### src/rtl/mips32_pkg.sv
// mips32_pkg: shared types and constants for the MIPS32 fetch slice.
//   fetch_state_t     BOOT / RUN / HALT states of the fetch FSM
//   INSTR_W           instruction width in bits
//   NOP_INSTR         value an empty IF/ID slot holds
//   DEFAULT_RESET_PC  default byte address of the first fetch
//   pc_faults()       misaligned or out-of-range PC check
package mips32_pkg;

    typedef enum logic [1:0] {
        BOOT = 2'd0,
        RUN  = 2'd1,
        HALT = 2'd2
    } fetch_state_t;

    localparam int          INSTR_W          = 32;
    localparam logic [31:0] NOP_INSTR        = 32'h0000_0000;
    localparam logic [31:0] DEFAULT_RESET_PC = 32'h0000_0000;

    // A PC is unusable if it is not word-aligned or its word index lies past
    // the end of instruction memory.
    function automatic logic pc_faults(input logic [31:0] pc, input int depth);
        return (pc[1:0] != 2'b00) || ({2'b00, pc[31:2]} >= 32'(depth));
    endfunction

endpackage

### src/rtl/mips32_if_id_reg.sv
// mips32_if_id_reg: IF/ID pipeline register holding valid/instr/pc/pc_plus4.
//   clk, rst            clock and asynchronous active-high reset
//   load                capture the fetch_* inputs and set valid
//   flush               clear valid, keep the other fields (wins over hold/load)
//   hold                freeze every field (wins over load)
//   fetch_instr/pc/pc_plus4   values to capture
//   valid/instr/pc/pc_plus4   registered IF/ID contents
module mips32_if_id_reg
    import mips32_pkg::*;
(
    input  logic               clk,
    input  logic               rst,
    input  logic               load,
    input  logic               flush,
    input  logic               hold,
    input  logic [INSTR_W-1:0] fetch_instr,
    input  logic [31:0]        fetch_pc,
    input  logic [31:0]        fetch_pc_plus4,
    output logic               valid,
    output logic [INSTR_W-1:0] instr,
    output logic [31:0]        pc,
    output logic [31:0]        pc_plus4
);

    always_ff @(posedge clk or posedge rst) begin
        if (rst) begin
            valid    <= 1'b0;
            instr    <= NOP_INSTR;
            pc       <= 32'h0;
            pc_plus4 <= 32'h0;
        end else if (flush) begin
            valid    <= 1'b0;
        end else if (load && !hold) begin
            valid    <= 1'b1;
            instr    <= fetch_instr;
            pc       <= fetch_pc;
            pc_plus4 <= fetch_pc_plus4;
        end
    end

endmodule

### src/rtl/instr_fetch_unit.sv
// instr_fetch_unit: IF stage owning the PC, driving instruction_mem and the IF/ID register.
// Optional feature macro: FETCH_PERF_EN adds saturating perf_fetch_cnt / perf_stall_cnt.
//   clk, rst          clock and asynchronous active-high reset
//   stall             hold PC and IF/ID
//   redirect_valid    taken branch/jump; loads redirect_pc and flushes IF/ID
//   redirect_pc       byte target of the redirect
//   halt_req          enter HALT; only rst leaves it
//   imem_addr         word index {2'b00, pc[31:2]} to instruction memory
//   imem_instr        instruction returned combinationally for imem_addr
//   ifid_valid/instr/pc/pc_plus4   IF/ID register contents
//   fetch_fault       sticky misaligned / out-of-range PC flag
//   halted            1 while in HALT
//   perf_fetch_cnt    (FETCH_PERF_EN) count of advances
//   perf_stall_cnt    (FETCH_PERF_EN) count of stalled RUN cycles
module instr_fetch_unit
    import mips32_pkg::*;
#(
    parameter logic [31:0] RESET_PC   = DEFAULT_RESET_PC,
    parameter int          IMEM_DEPTH = 128
) (
    input  logic               clk,
    input  logic               rst,
    input  logic               stall,
    input  logic               redirect_valid,
    input  logic [31:0]        redirect_pc,
    input  logic               halt_req,
    output logic [31:0]        imem_addr,
    input  logic [INSTR_W-1:0] imem_instr,
    output logic               ifid_valid,
    output logic [INSTR_W-1:0] ifid_instr,
    output logic [31:0]        ifid_pc,
    output logic [31:0]        ifid_pc_plus4,
    output logic               fetch_fault,
    output logic               halted
`ifdef FETCH_PERF_EN
    ,
    output logic [31:0]        perf_fetch_cnt,
    output logic [31:0]        perf_stall_cnt
`endif
);

    fetch_state_t state, state_next;
    logic [31:0]  pc, pc_plus4;
    logic         pc_fault, run;
    logic         do_halt, set_fault, do_redirect, do_stall, do_advance;

    assign pc_plus4  = pc + 32'd4;
    assign imem_addr = {2'b00, pc[31:2]};
    assign pc_fault  = pc_faults(pc, IMEM_DEPTH);

    always_ff @(posedge clk or posedge rst) begin
        if (rst) state <= BOOT;
        else     state <= state_next;
    end

    always_comb begin
        state_next = state == BOOT ? RUN  :
                     do_halt       ? HALT : state;
    end

    // RUN-cycle decode in priority order: halt, fault, redirect, stall, advance.
    always_comb begin
        run         = state == RUN;
        halted      = state == HALT;
        do_halt     = run && (halt_req || pc_fault);
        set_fault   = run && !halt_req && pc_fault;
        do_redirect = run && !do_halt && redirect_valid;
        do_stall    = run && !do_halt && !redirect_valid && stall;
        do_advance  = run && !do_halt && !redirect_valid && !stall;
    end

    always_ff @(posedge clk or posedge rst) begin
        if (rst) begin
            pc          <= RESET_PC;
            fetch_fault <= 1'b0;
        end else begin
            pc          <= do_redirect ? redirect_pc :
                           do_advance  ? pc_plus4    : pc;
            fetch_fault <= fetch_fault || set_fault;
        end
    end

    mips32_if_id_reg u_if_id (
        .clk            (clk),
        .rst            (rst),
        .load           (do_advance),
        .flush          (do_halt || do_redirect),
        .hold           (do_stall),
        .fetch_instr    (imem_instr),
        .fetch_pc       (pc),
        .fetch_pc_plus4 (pc_plus4),
        .valid          (ifid_valid),
        .instr          (ifid_instr),
        .pc             (ifid_pc),
        .pc_plus4       (ifid_pc_plus4)
    );

`ifdef FETCH_PERF_EN
    always_ff @(posedge clk or posedge rst) begin
        if (rst) begin
            perf_fetch_cnt <= 32'h0;
            perf_stall_cnt <= 32'h0;
        end else begin
            if (do_advance && perf_fetch_cnt != 32'hFFFF_FFFF)
                perf_fetch_cnt <= perf_fetch_cnt + 32'd1;
            if (do_stall && perf_stall_cnt != 32'hFFFF_FFFF)
                perf_stall_cnt <= perf_stall_cnt + 32'd1;
        end
    end
`endif

endmodule

### config.mk
export PLATFORM = sky130hd
export DESIGN_NAME = instr_fetch_unit
export DESIGN_NICKNAME = d
export VERILOG_FILES = /design/src/rtl/mips32_pkg.sv /design/src/rtl/mips32_if_id_reg.sv /design/src/rtl/instr_fetch_unit.sv
export SDC_FILE = /design/constraint.sdc
export NUM_CORES = 1
export LEC_CHECK = 0
export BUFFER_PORTS_ARGS = -buffer_cell sky130_fd_sc_hd__buf_2
export CAP_MARGIN = 25
export CORE_MARGIN = 1.5
export CORE_UTILIZATION = 40
export CTS_BUF_LIST = sky130_fd_sc_hd__clkbuf_4 sky130_fd_sc_hd__clkbuf_8
export DETAILED_ROUTE_END_ITERATION = 8
export PLACE_DENSITY = 0.68
export SYNTH_ARGS = -nofsm -noshare
export SYNTH_HDL_FRONTEND = slang
export SYNTH_SLANG_ARGS = --single-unit
### constraint.sdc
create_clock -name clk -period 9.93 [get_ports clk]
set_input_delay 1.986 -clock clk [delete_from_list [all_inputs] [get_ports clk]]
set_output_delay 1.986 -clock clk [all_outputs]
set_load 0.005 [all_outputs]
==> reports/results.tsv, run 1 <==
stage	metric	value	unit
drt	wl_per_cell	14.2	microns
die	die_h	117	microns
timing	relSlewSlack	36.0	%
final_layout	final_nets	632	
timing	whs	0.465	ns
setup_path	crit-reg2reg-launch	pc[17]$_DFFE_PP0P_	
timing	period_share	38.6	%
final_layout	num_antenna_cells	0	
final_layout	syn_to_final_growth	24.6	%
logic_synthesis	ys_types	41	
setup_path	cp-endpoint	u_if_id.instr[13]$_DFFE_PP0P_	
power	vdd_ir_drop_max	100	uV
drt	drcViolationCount	0	
placement	post-place-cells	714	
cts	cts_buffers	17	
placement	port_buffers	197	
timing	grt_setup_unrepaired	false	
timing	max_slew.worst_pin.slew	0.960	ns
drt	vias_per_cell	4.68	
timing	final-setup-viol-count	0	
logic_synthesis	synth_most_common_cell	dfrtp_1	
cts	root_buffer	clkbuf_8	
drt	ant_nets	0	
logic_synthesis	yosysWarnings	0	
drt	drt_iter0_markers	92	
logic_synthesis	yosys.area.top_type	dfrtp_1	
drt	dr.pass1.iters	5	
placement	gp_congestion	0.801	
timing	slew_viol_final	0	
final_layout	drive_gt1_share	44.9	%
final_layout	n_fill_cell	1138	
setup_path	timing.rr.end	u_if_id.instr[13]$_DFFE_PP0P_	
die	initial_core_util	41.1	%
drt	drt_wl_total	10.6	mm
logic_synthesis	synth_common_cells	dfrtp_1, and2_1, buf_4	
setup_path	crit_path_end_kind	flip-flop	
setup_path	timing.critical_path.buf_inv	1	
global_route	grt_use_total	16.0	%
logic_synthesis	seq_area_frac_synth	62.5	%
cts	clock_sinks	130	
timing	fin_tns_setup	0	ns
timing	fin_skew	0.00872	ns
setup_path	critical_path_required	10.24	ns
setup_path	reg2reg_depth	5	
setup_path	cp.arrival	4.14	ns
setup_path	ff2ff_setup_slack	7.10	ns
final_layout	fin_cells	744	
setup_path	crit_family	simple AND/OR/NAND/NOR gates	
timing	hold_violations	0	
setup_path	crit_fanout	94	
cts	cts_resized	0	
power	power_leakage	3.90	nW
logic_synthesis	synthArstFlopShare	100	%
cts	clk_pin_slew	0.07	ns
cts	cts.path.max_buffers	2	
logic_synthesis	synth-edff-count	0	
die	dieArea	0.0137	sq mm
logic_synthesis	synth_cells	394	
global_route	grt_max_degree	95	
die	core_area	0.0127	sq mm
setup_path	startpoint	halt_req	
flow_run	max_cap_violations	0	
cts	postCtsHoldBufs	0	
logic_synthesis	yosysTopAreaCellShare	62.5	%
status	status	finished, final reports clean	
logic_synthesis	syn_area	0.00520	sq mm
power	p_per_area	166	mW/mm^2
setup_path	critPathLaunchType	input port	
die	io_pins	200	
global_route	grt_pass1_wl	16.4	mm
global_route	grt_pass1_vias	3357	
cts	clkLatencyLatePin	0.43	ns
drt	via_count	3485	
global_route	antenna_found_initial	0	
cts	cts_setup_buffers	0	
timing	max_freq	261	MHz
global_route	grt.overflow.total	0	
die	fp.dieW	117	microns
logic_synthesis	syn_avg_cell_area	13.2	sq um
worst_hold_path	min_path_type	flip-flop to flip-flop	
setup_path	max_stage_delay	0.62	ns
logic_synthesis	ys.flop_type	dfrtp_1	
setup_path	critPathKind	input port to flip-flop	
timing	period_needed	3.84	ns
setup_path	cpMaxStageDelayCell	nand2_4	
die	rows	41	
cts	htree_levels	4	
setup_path	crit_chain	buf_2, nor3b_2, nand4_1, nor3_4, nand2_4, mux2_1	
logic_synthesis	synth_top_cells_by_area	dfrtp_1, mux2_1, and2_1, buf_4, mux2_2	
cts	cts_tree	yes	
logic_synthesis	ys_ff_latch	130	
placement	hpwl	7.37	mm
setup_path	crit_cells	6	
[cell type report]
cell class	count	area [sq um]	area share (%)
Clock buffer	24	299	4.61
Multi-Input combinational cell	206	1590	24.4
Timing Repair Buffer	199	1000	15.4
Sequential cell	130	3250	50.1
Tap cell	172	215	3.32
Clock inverter	6	105	1.62
Inverter	7	28.8	0.444
[cell families after synthesis]
family          count (synthesis)  share of synthesized area [%]
compound gates                 55                           7.02
xor+xnor                        6                           1.01
fa+ha+maj                       2                          0.481
buf+inv                        59                           7.21
flops                         130                           62.5
mux                            48                           10.4
other cells                     1                         0.0720
simple gates                   93                           11.3
[layer usage]
metal / routed length [microns] / global-route usage (%)
met3: 719 / 5.82
met4: 374 / 9.32
met2: 5080 / 25.3
met1: 4400 / 18.9
met5: 0 / 0
[report_power, final]
| group | switching (mW) | total (mW) | internal [mW] |
|---|---|---|---|
| Sequential | 0.0139 | 0.557 | 0.543 |
| Combinational | 0.0340 | 0.0667 | 0.0327 |
| Clock | 0.185 | 0.457 | 0.272 |
[per-stage QoR]
| stage | utilization [%] | cell area, sq um | setup slack (ns) | power [mW] |
|---|---|---|---|---|
| floorplan | - | 5210 | 4.47 | 0.606 |
| global placement | 48.0 | 6080 | 5.76 | 0.632 |
| detailed placement | 48.0 | 6080 | 5.64 | 0.634 |
| CTS | 51.2 | 6490 | 6.12 | 1.10 |
| global route | 51.2 | 6490 | 5.93 | 1.13 |
| finish | 51.2 | 6490 | 6.09 | 1.08 |
[cell usage in the layout (no fill, tap or decap), types with 4 or more instances in the layout]
master / Yosys / routed
xor2_1: 4 / 4
inv_1: 7 / 6
dfrtp_1: 130 / 130
clkbuf_8: 0 / 19
nand4_1: 4 / 4
o21ai_0: 7 / 7
buf_2: 9 / 197
a21o_1: 27 / 27
a21oi_1: 14 / 14
and2_1: 47 / 47
mux2_2: 19 / 19
nor2_1: 9 / 9
clkbuf_4: 0 / 5
nand3_1: 5 / 5
mux2_1: 28 / 28
nand2_1: 7 / 7
[registers in the layout, indices dropped and copies added (netlist names)]
register / count
fetch_fault: 1
u_if_id.pc: 32
u_if_id.pc_plus4: 30
u_if_id.valid: 1
u_if_id.instr: 32
state: 2
pc: 32
[how the worst min path moves through the flow]
stage                     cells after the start             startpoint  slack (ns)                    end
after floorplan                               1     pc[15]$_DFFE_PP0P_        0.45     pc[15]$_DFFE_PP0P_
after CTS                                     1  fetch_fault$_DFF_PP0_        0.47  fetch_fault$_DFF_PP0_
final                                         1  fetch_fault$_DFF_PP0_        0.47  fetch_fault$_DFF_PP0_
after global placement                        1  fetch_fault$_DFF_PP0_        0.45  fetch_fault$_DFF_PP0_
after detailed placement                      1  fetch_fault$_DFF_PP0_        0.45  fetch_fault$_DFF_PP0_
after global routing                          1  fetch_fault$_DFF_PP0_        0.49  fetch_fault$_DFF_PP0_
Note: power is estimated with default switching activity, not from simulation.
==> run 2: changes to the inputs <==
Settings changed: ABC_AREA set to 1, PLACE_DENSITY 0.68 to 0.71.
Clock period 9.93 ns to 3.13 ns, I/O delays scaled along.
==> reports/results.tsv, run 2 <==
stage	metric	value	unit	change
die	rows	41		unchanged
final_layout	layout_commonest_cell	nand2_1		
setup_path	crit_family	simple AND/OR/NAND/NOR gates		
logic_synthesis	synth_common_cells	nand2_1, dfrtp_1, inv_1		
timing	period_needed	2.23	ns	
cts	root_buffer	clkbuf_8		
die	fp.dieW	118	microns	+0.70%
global_route	grt_pass1_vias	3773		+12%
timing	final-setup-viol-count	0		unchanged
cts	cts_setup_buffers	0		unchanged
die	io_pins	200		unchanged
logic_synthesis	yosys.area.top_type	dfrtp_1		
setup_path	cp-endpoint	u_if_id.pc_plus4[27]$_DFFE_PP0P_		
final_layout	syn_to_final_growth	23.6	%	
flow_run	max_cap_violations	0		unchanged
worst_hold_path	min_path_type	input port to asynchronous set/reset pin		
drt	drcViolationCount	0		unchanged
setup_path	cp.arrival	2.55	ns	-1.59 ns
setup_path	max_stage_delay	0.47	ns	-0.15 ns
power	sequentialPowerShare	53.2	%	+1.7 points
power	power_leakage	4.42	nW	+13%
drt	wl_per_cell	12.3	microns	-13%
cts	clkLatencyLatePin	0.43	ns	about the same
global_route	antenna_found_initial	0		unchanged
timing	slew_viol_final	0		unchanged
power	p_clk_share	44.3	%	+2.0 points
cts	cts_tree	yes		
logic_synthesis	synth_cells	544		+38%
drt	dr.pass1.iters	4		-1
global_route	grt_use_total	16.6	%	+0.61 points
power	vdd_ir_drop_max	241	uV	+140%
logic_synthesis	syn_avg_cell_area	9.71	sq um	-27%
logic_synthesis	yosysWarnings	0		unchanged
logic_synthesis	synth_top_cells_by_area	dfrtp_1, nand2_1, buf_4, inv_1, a21o_1		
cts	cts_resized	0		unchanged
setup_path	critPathLaunchType	flip-flop		
placement	hpwl	7.65	mm	+3.9%
placement	port_buffers	197		unchanged
final_layout	reg.largest.list	pc (32), u_if_id.instr (32), u_if_id.pc (32)		
final_layout	drive_gt1_share	35.7	%	-9.3 points
timing	hold_violations	0		unchanged
timing	fin_tns_setup	0	ns	unchanged
timing	period_share	71.2	%	
setup_path	startpoint	pc[22]$_DFFE_PP0P_		
final_layout	num_antenna_cells	0		unchanged
logic_synthesis	ys_types	25		-39%
logic_synthesis	synth_most_common_cell	nand2_1		
power	swShare	21.1	%	-0.50 points
die	dieArea	0.0139	sq mm	+1.4%
setup_path	timing.critical_path.buf_inv	2		+1
drt	drt_iter0_markers	199		+120%
logic_synthesis	synth-edff-count	0		unchanged
setup_path	crit-reg2reg-launch	pc[22]$_DFFE_PP0P_		
logic_synthesis	yosysTopAreaCellShare	61.6	%	-0.89 points
final_layout	final_nets	784		+24%
power	p_per_area	484	mW/mm^2	+190%
setup_path	critPathKind	flip-flop to flip-flop		
cts	cts.path.max_buffers	2		unchanged
cts	clock_sinks	130		unchanged
logic_synthesis	ys.flop_type	dfrtp_1		
setup_path	cpMaxStageDelayCell	nand3_4		
cts	postCtsHoldBufs	0		unchanged
placement	post-place-cells	866		+21%
setup_path	timing.rr.end	u_if_id.pc_plus4[27]$_DFFE_PP0P_		
drt	vias_per_cell	4.31		-8.0%
power	p_comb_share	2.6	%	-3.6 points
setup_path	crit_chain	nor2_1, nand2_1, nor2_2, nand4_1, nor2_2, nand3_4, buf_12, nand2_1, inv_1		
logic_synthesis	synthArstFlopShare	100	%	unchanged
drt	via_count	3871		+11%
power	power.net_switching	0.666	mW	+190%
timing	max_slew.worst_pin.slew	0.761	ns	-0.199 ns
global_route	grt_pass1_wl	18.2	mm	+12%
final_layout	fin_cells	898		+21%
logic_synthesis	seq_area_frac_synth	61.6	%	-0.89 points
setup_path	crit_path_end_kind	flip-flop		
setup_path	critical_path_required	3.46	ns	-6.78 ns
cts	htree_levels	4		unchanged
placement	placed_area	0.00613	sq mm	+0.78%
timing	max_freq	449	MHz	
logic_synthesis	syn_area	0.00528	sq mm	+1.4%
global_route	grt_max_degree	131		+38%
final_layout	final_area	0.00653	sq mm	+0.64%
timing	fin_skew	0.00655	ns	-0.00217 ns
drt	ant_nets	0		unchanged
status	status	finished, final reports clean		
setup_path	crit_fanout	56		-40%
placement	gp_congestion	0.767		-4.2%
setup_path	crit_cells	9		+3
final_layout	most-common-layout-cells	nand2_1, buf_2, dfrtp_1, inv_1		
cts	cts_buffers	17		unchanged
timing	grt_setup_unrepaired	false		
timing	relSlewSlack	49.3	%	+13 points
die	core_area	0.0128	sq mm	+0.81%
setup_path	ff2ff_setup_slack	0.90	ns	-6.20 ns
die	die_h	118	microns	+0.70%
power	intPower	2.49	mW	+190%
setup_path	reg2reg_depth	9		+4
logic_synthesis	ys_ff_latch	130		unchanged
global_route	grt.overflow.total	0		unchanged
die	initial_core_util	41.3	%	+0.26 points
drt	drt_wl_total	11.1	mm	+4.9%
cts	clk_pin_slew	0.07	ns	about the same
run 2: changes by cell type in the layout (fill, tap and decap cells not counted), sizes merged, moves of 12 or more:
cell	change
a21oi	-12
mux2	-47
nand2	+201
and2	-47
inv	+65
nor2	+13
run 2: metal layers:
layer / track usage (%) / wire [microns]
met1: 21.9 / 4940
met2: 25.0 / 5160
met3: 5.23 / 724
met4: 7.70 / 267
met5: 0 / 0
run 2: final cells by class:
class	count	area, sq um
Inverter	73	278
Multi-Input combinational cell	290	1340
Sequential cell	130	3250
Timing Repair Buffer	201	1040
Tap cell	172	215
Fill cell	1223	6240
Clock inverter	10	108
Clock buffer	22	290
run 2: logic make-up (layout without fill, tap and decap cells):
logic type | Yosys count | after routing | synth area share [%]
other | 1 | 2 | 0.0710
XOR/XNOR | 6 | 6 | 0.995
AND/OR/NAND/NOR | 251 | 251 | 19.4
AO/OA/AOI/OAI | 29 | 29 | 4.17
flip-flops | 130 | 130 | 61.6
buffers and inverters | 125 | 306 | 13.2
adder cells (fa/ha/maj) | 2 | 2 | 0.474
run 2: power by group through the flow:
stage	logic [mW]	clock network [mW]	registers, mW
detailed placement	0.0835	0	1.71
finish	0.0810	1.40	1.68
global route	0.0931	1.52	1.68
floorplan	0.0286	0	1.71
CTS	0.0839	1.45	1.68
global placement	0.0842	0	1.71
run 2: how the worst min path moves through the flow:
stage                                             endpoint  cells after the start  slack (ns)                        startpoint
after floorplan                          pc[0]$_DFFE_PP0P_                      1        0.43                 pc[0]$_DFFE_PP0P_
after CTS                     u_if_id.instr[0]$_DFFE_PP0P_                      3        0.35                     imem_instr[0]
after global placement                   pc[1]$_DFFE_PP0P_                      1        0.44                 pc[1]$_DFFE_PP0P_
after global routing                    pc[20]$_DFFE_PP0P_                      2        0.36                   redirect_pc[20]
final                        u_if_id.instr[30]$_DFFE_PP0P_                      3        0.33                               rst
after detailed placement  u_if_id.pc_plus4[29]$_DFFE_PP0P_                      2        0.45  u_if_id.pc_plus4[29]$_DFFE_PP0P_
run 2: worst reg2reg max path, cell delays in order, from the launching register on:
cell and delay (ns):
dfrtp_1 0.39, nor2_1 0.11, nand2_1 0.06, nor2_2 0.15, nand4_1 0.15, nor2_2 0.21
nand3_4 0.47, buf_12 0.42, nand2_1 0.11, inv_1 0.04
run 2: metrics by stage:
step | util [%] | worst slack (ns) | power (mW) | hold WS (ns)
detailed placement | 48.0 | 0.864 | 1.79 | 0.447
global route | 51.1 | 0.621 | 3.29 | 0.361
CTS | 51.1 | 0.855 | 3.21 | 0.347
global placement | 48.0 | 0.905 | 1.80 | 0.444
floorplan | - | 0.895 | 1.74 | 0.428
finish | 51.1 | 0.902 | 3.16 | 0.328
==> run 3: changes to the inputs <==
Settings changed: ABC_AREA 1 to 0, PLACE_DENSITY 0.71 to 0.68.
Clock period 3.13 ns to 2.3 ns, I/O delays scaled along.
==> reports/results.tsv, run 3 (synthesis results as in run 1) <==
stage	metric	value	unit	change
timing	whs	0.173	ns	-0.155 ns
global_route	grt.overflow.total	0		unchanged
setup_path	critical_path_required	2.61	ns	-0.85 ns
power	p_per_area	670	mW/mm^2	+39%
final_layout	seqCellArea	0.00325	sq mm	unchanged
power	power_leakage	3.94	nW	-11%
power	swShare	22.7	%	+1.6 points
placement	gp_congestion	0.790		+3.1%
timing	hold_violations	0		unchanged
final_layout	reg.largest.list	pc (32), u_if_id.instr (32), u_if_id.pc (32)		
timing	slew_viol_final	0		unchanged
placement	hpwl	7.80	mm	+1.9%
global_route	grt_pass1_wl	17.3	mm	-5.3%
cts	cts.path.max_buffers	2		unchanged
power	p_clk_share	38.4	%	-5.9 points
timing	fin_tns_setup	0	ns	unchanged
final_layout	n_fill_cell	1157		-5.4%
cts	cts_tree	yes		
drt	ant_nets	0		unchanged
setup_path	critPathLaunchType	flip-flop		
setup_path	cpMaxStageDelayCell	dfrtp_1		
timing	period_share	93.5	%	+22 points
drt	top_layer	met4		
power	power.net_switching	0.997	mW	+50%
drt	drcViolationCount	0		unchanged
die	io_pins	200		unchanged
cts	clock_sinks	130		unchanged
cts	postCtsHoldBufs	0		unchanged
setup_path	crit_chain	inv_1, ha_1, nor4b_1, and3_1, nor3_4, nand2_4, buf_12, mux2_2		
placement	port_buffers	197		unchanged
drt	wl_met1	4.44	mm	-10%
drt	wl_per_cell	14.4	microns	+17%
final_layout	drive_gt1_share	45.9	%	+10 points
drt	wl_met2	5.40	mm	+4.7%
final_layout	layout_commonest_cell	buf_2		
die	rows	41		unchanged
global_route	grt_use_total	16.8	%	+0.13 points
setup_path	critPathKind	flip-flop to flip-flop		
drt	vias_per_cell	4.71		+9.2%
final_layout	num_antenna_cells	0		unchanged
timing	max_slew.worst_pin.slew	0.726	ns	-0.0347 ns
die	core_area	0.0127	sq mm	-0.80%
cts	htree_levels	4		unchanged
timing	relSlewSlack	51.6	%	+2.3 points
timing	final-setup-viol-count	0		unchanged
timing	grt_setup_unrepaired	false		
global_route	grt_pass1_vias	3592		-4.8%
cts	root_buffer	clkbuf_8		
final_layout	most-common-layout-cells	buf_2, dfrtp_1, and2_1, mux2_1, a21o_1		
worst_hold_path	min_path_type	input port to asynchronous set/reset pin		
setup_path	crit_path_end_kind	flip-flop		
setup_path	crit_fanout	49		-13%
setup_path	max_stage_delay	0.38	ns	-0.09 ns
final_layout	final_area	0.00656	sq mm	+0.48%
die	fp.dieW	117	microns	-0.70%
cts	clk_pin_slew	0.07	ns	about the same
drt	drt_wl_total	10.8	mm	-2.3%
drt	dr_wl_met3	698	microns	-3.6%
global_route	grt_max_degree	131		unchanged
drt	dr.pass1.iters	4		unchanged
power	sequentialPowerShare	54.4	%	+1.2 points
final_layout	syn_to_final_growth	26.0	%	
die	initial_core_util	41.1	%	-0.26 points
power	vdd_ir_drop_max	412	uV	+71%
flow_run	max_cap_violations	0		unchanged
die	die_h	117	microns	-0.70%
placement	placed_area	0.00619	sq mm	+1.0%
timing	fin_skew	0.00904	ns	+0.00250 ns
status	status	finished, final reports clean		
drt	drt_iter0_markers	167		-16%
timing	period_needed	2.15	ns	-0.0786 ns
global_route	antenna_found_initial	0		unchanged
power	intPower	3.40	mW	+36%
drt	via_count	3539		-8.6%
setup_path	cp.arrival	2.46	ns	-0.09 ns
cts	clkLatencyLatePin	0.42	ns	about the same
final_layout	final_nets	641		-18%
final_layout	fin_util	51.8	%	+0.66 points
timing	max_freq	465	MHz	+3.7%
power	p_comb_share	7.2	%	+4.6 points
die	dieArea	0.0137	sq mm	-1.4%
final_layout	multiInputGateArea	0.00159	sq mm	+18%
cts	cts_buffers	17		unchanged
-- run 3: layer usage --
metal | up-vias | global-route usage [%]
met5 | - | 0
met4 | 0 | 8.76
met3 | 24 | 5.56
met2 | 146 | 27.0
met1 | 1719 | 20.1
li1 | 1650 | -
-- run 3: layout make-up --
cell class	count	share of cell area (%)
clock buffer	24	4.94
multi-input combinational	206	24.3
sequential	130	49.6
inverter	7	0.458
tap	172	3.28
timing repair buffer	208	17.1
clock inverter	5	0.420
-- run 3: power by group through the flow --
stage / Combinational, mW / Sequential, mW / Clock [mW]
2_1_floorplan: 0.188 / 2.43 / 0
3_3_place_gp: 0.311 / 2.43 / 0
6_report: 0.316 / 2.39 / 1.69
4_1_cts: 0.320 / 2.39 / 1.77
3_5_place_dp: 0.319 / 2.44 / 0
5_1_grt: 0.358 / 2.40 / 1.87
-- run 3: worst paths after layout --
kind | startpoint | to | slack (ns) | cells after the start
max in group asynchronous | rst | pc[16]$_DFFE_PP0P_ | 1.53 | 3
min in group clk | redirect_pc[21] | pc[21]$_DFFE_PP0P_ | 0.23 | 2
max | pc[2]$_DFFE_PP0P_ | u_if_id.instr[14]$_DFFE_PP0P_ | 0.15 | 8
min reg2reg | u_if_id.pc_plus4[11]$_DFFE_PP0P_ | u_if_id.pc_plus4[11]$_DFFE_PP0P_ | 0.48 | 1
min | rst | u_if_id.instr[26]$_DFFE_PP0P_ | 0.17 | 3
max reg2reg | pc[2]$_DFFE_PP0P_ | u_if_id.instr[14]$_DFFE_PP0P_ | 0.15 | 8
-- run 3: worst max-delay path, delay by kind of cell, from the launching register on --
family / cells / cell delay, ns
adders and majority gates: 1 / 0.14
buffers and inverters: 2 / 0.30
and+or+nand+nor: 4 / 0.79
muxes: 1 / 0.38
DFF: 1 / 0.38
-- run 3: timing repair --
item | 4_1_cts | 5_1_grt
hold endpoints to repair | 0 | 0
buffers inserted | 0 | 1
setup endpoints to repair | 0 | 1
gates resized for setup | 0 | 1
-- run 3: through the flow --
| step | instances | power (mW) | setup slack [ns] |
|---|---|---|---|
| 3_5_place_dp | 722 | 2.75 | 0.119 |
| 6_report | 752 | 4.40 | 0.150 |
| 2_1_floorplan | 395 | 2.62 | 0.209 |
| 3_3_place_gp | 722 | 2.74 | 0.211 |
| 4_1_cts | 751 | 4.48 | 0.0736 |
| 5_1_grt | 752 | 4.62 | 0.0124 |
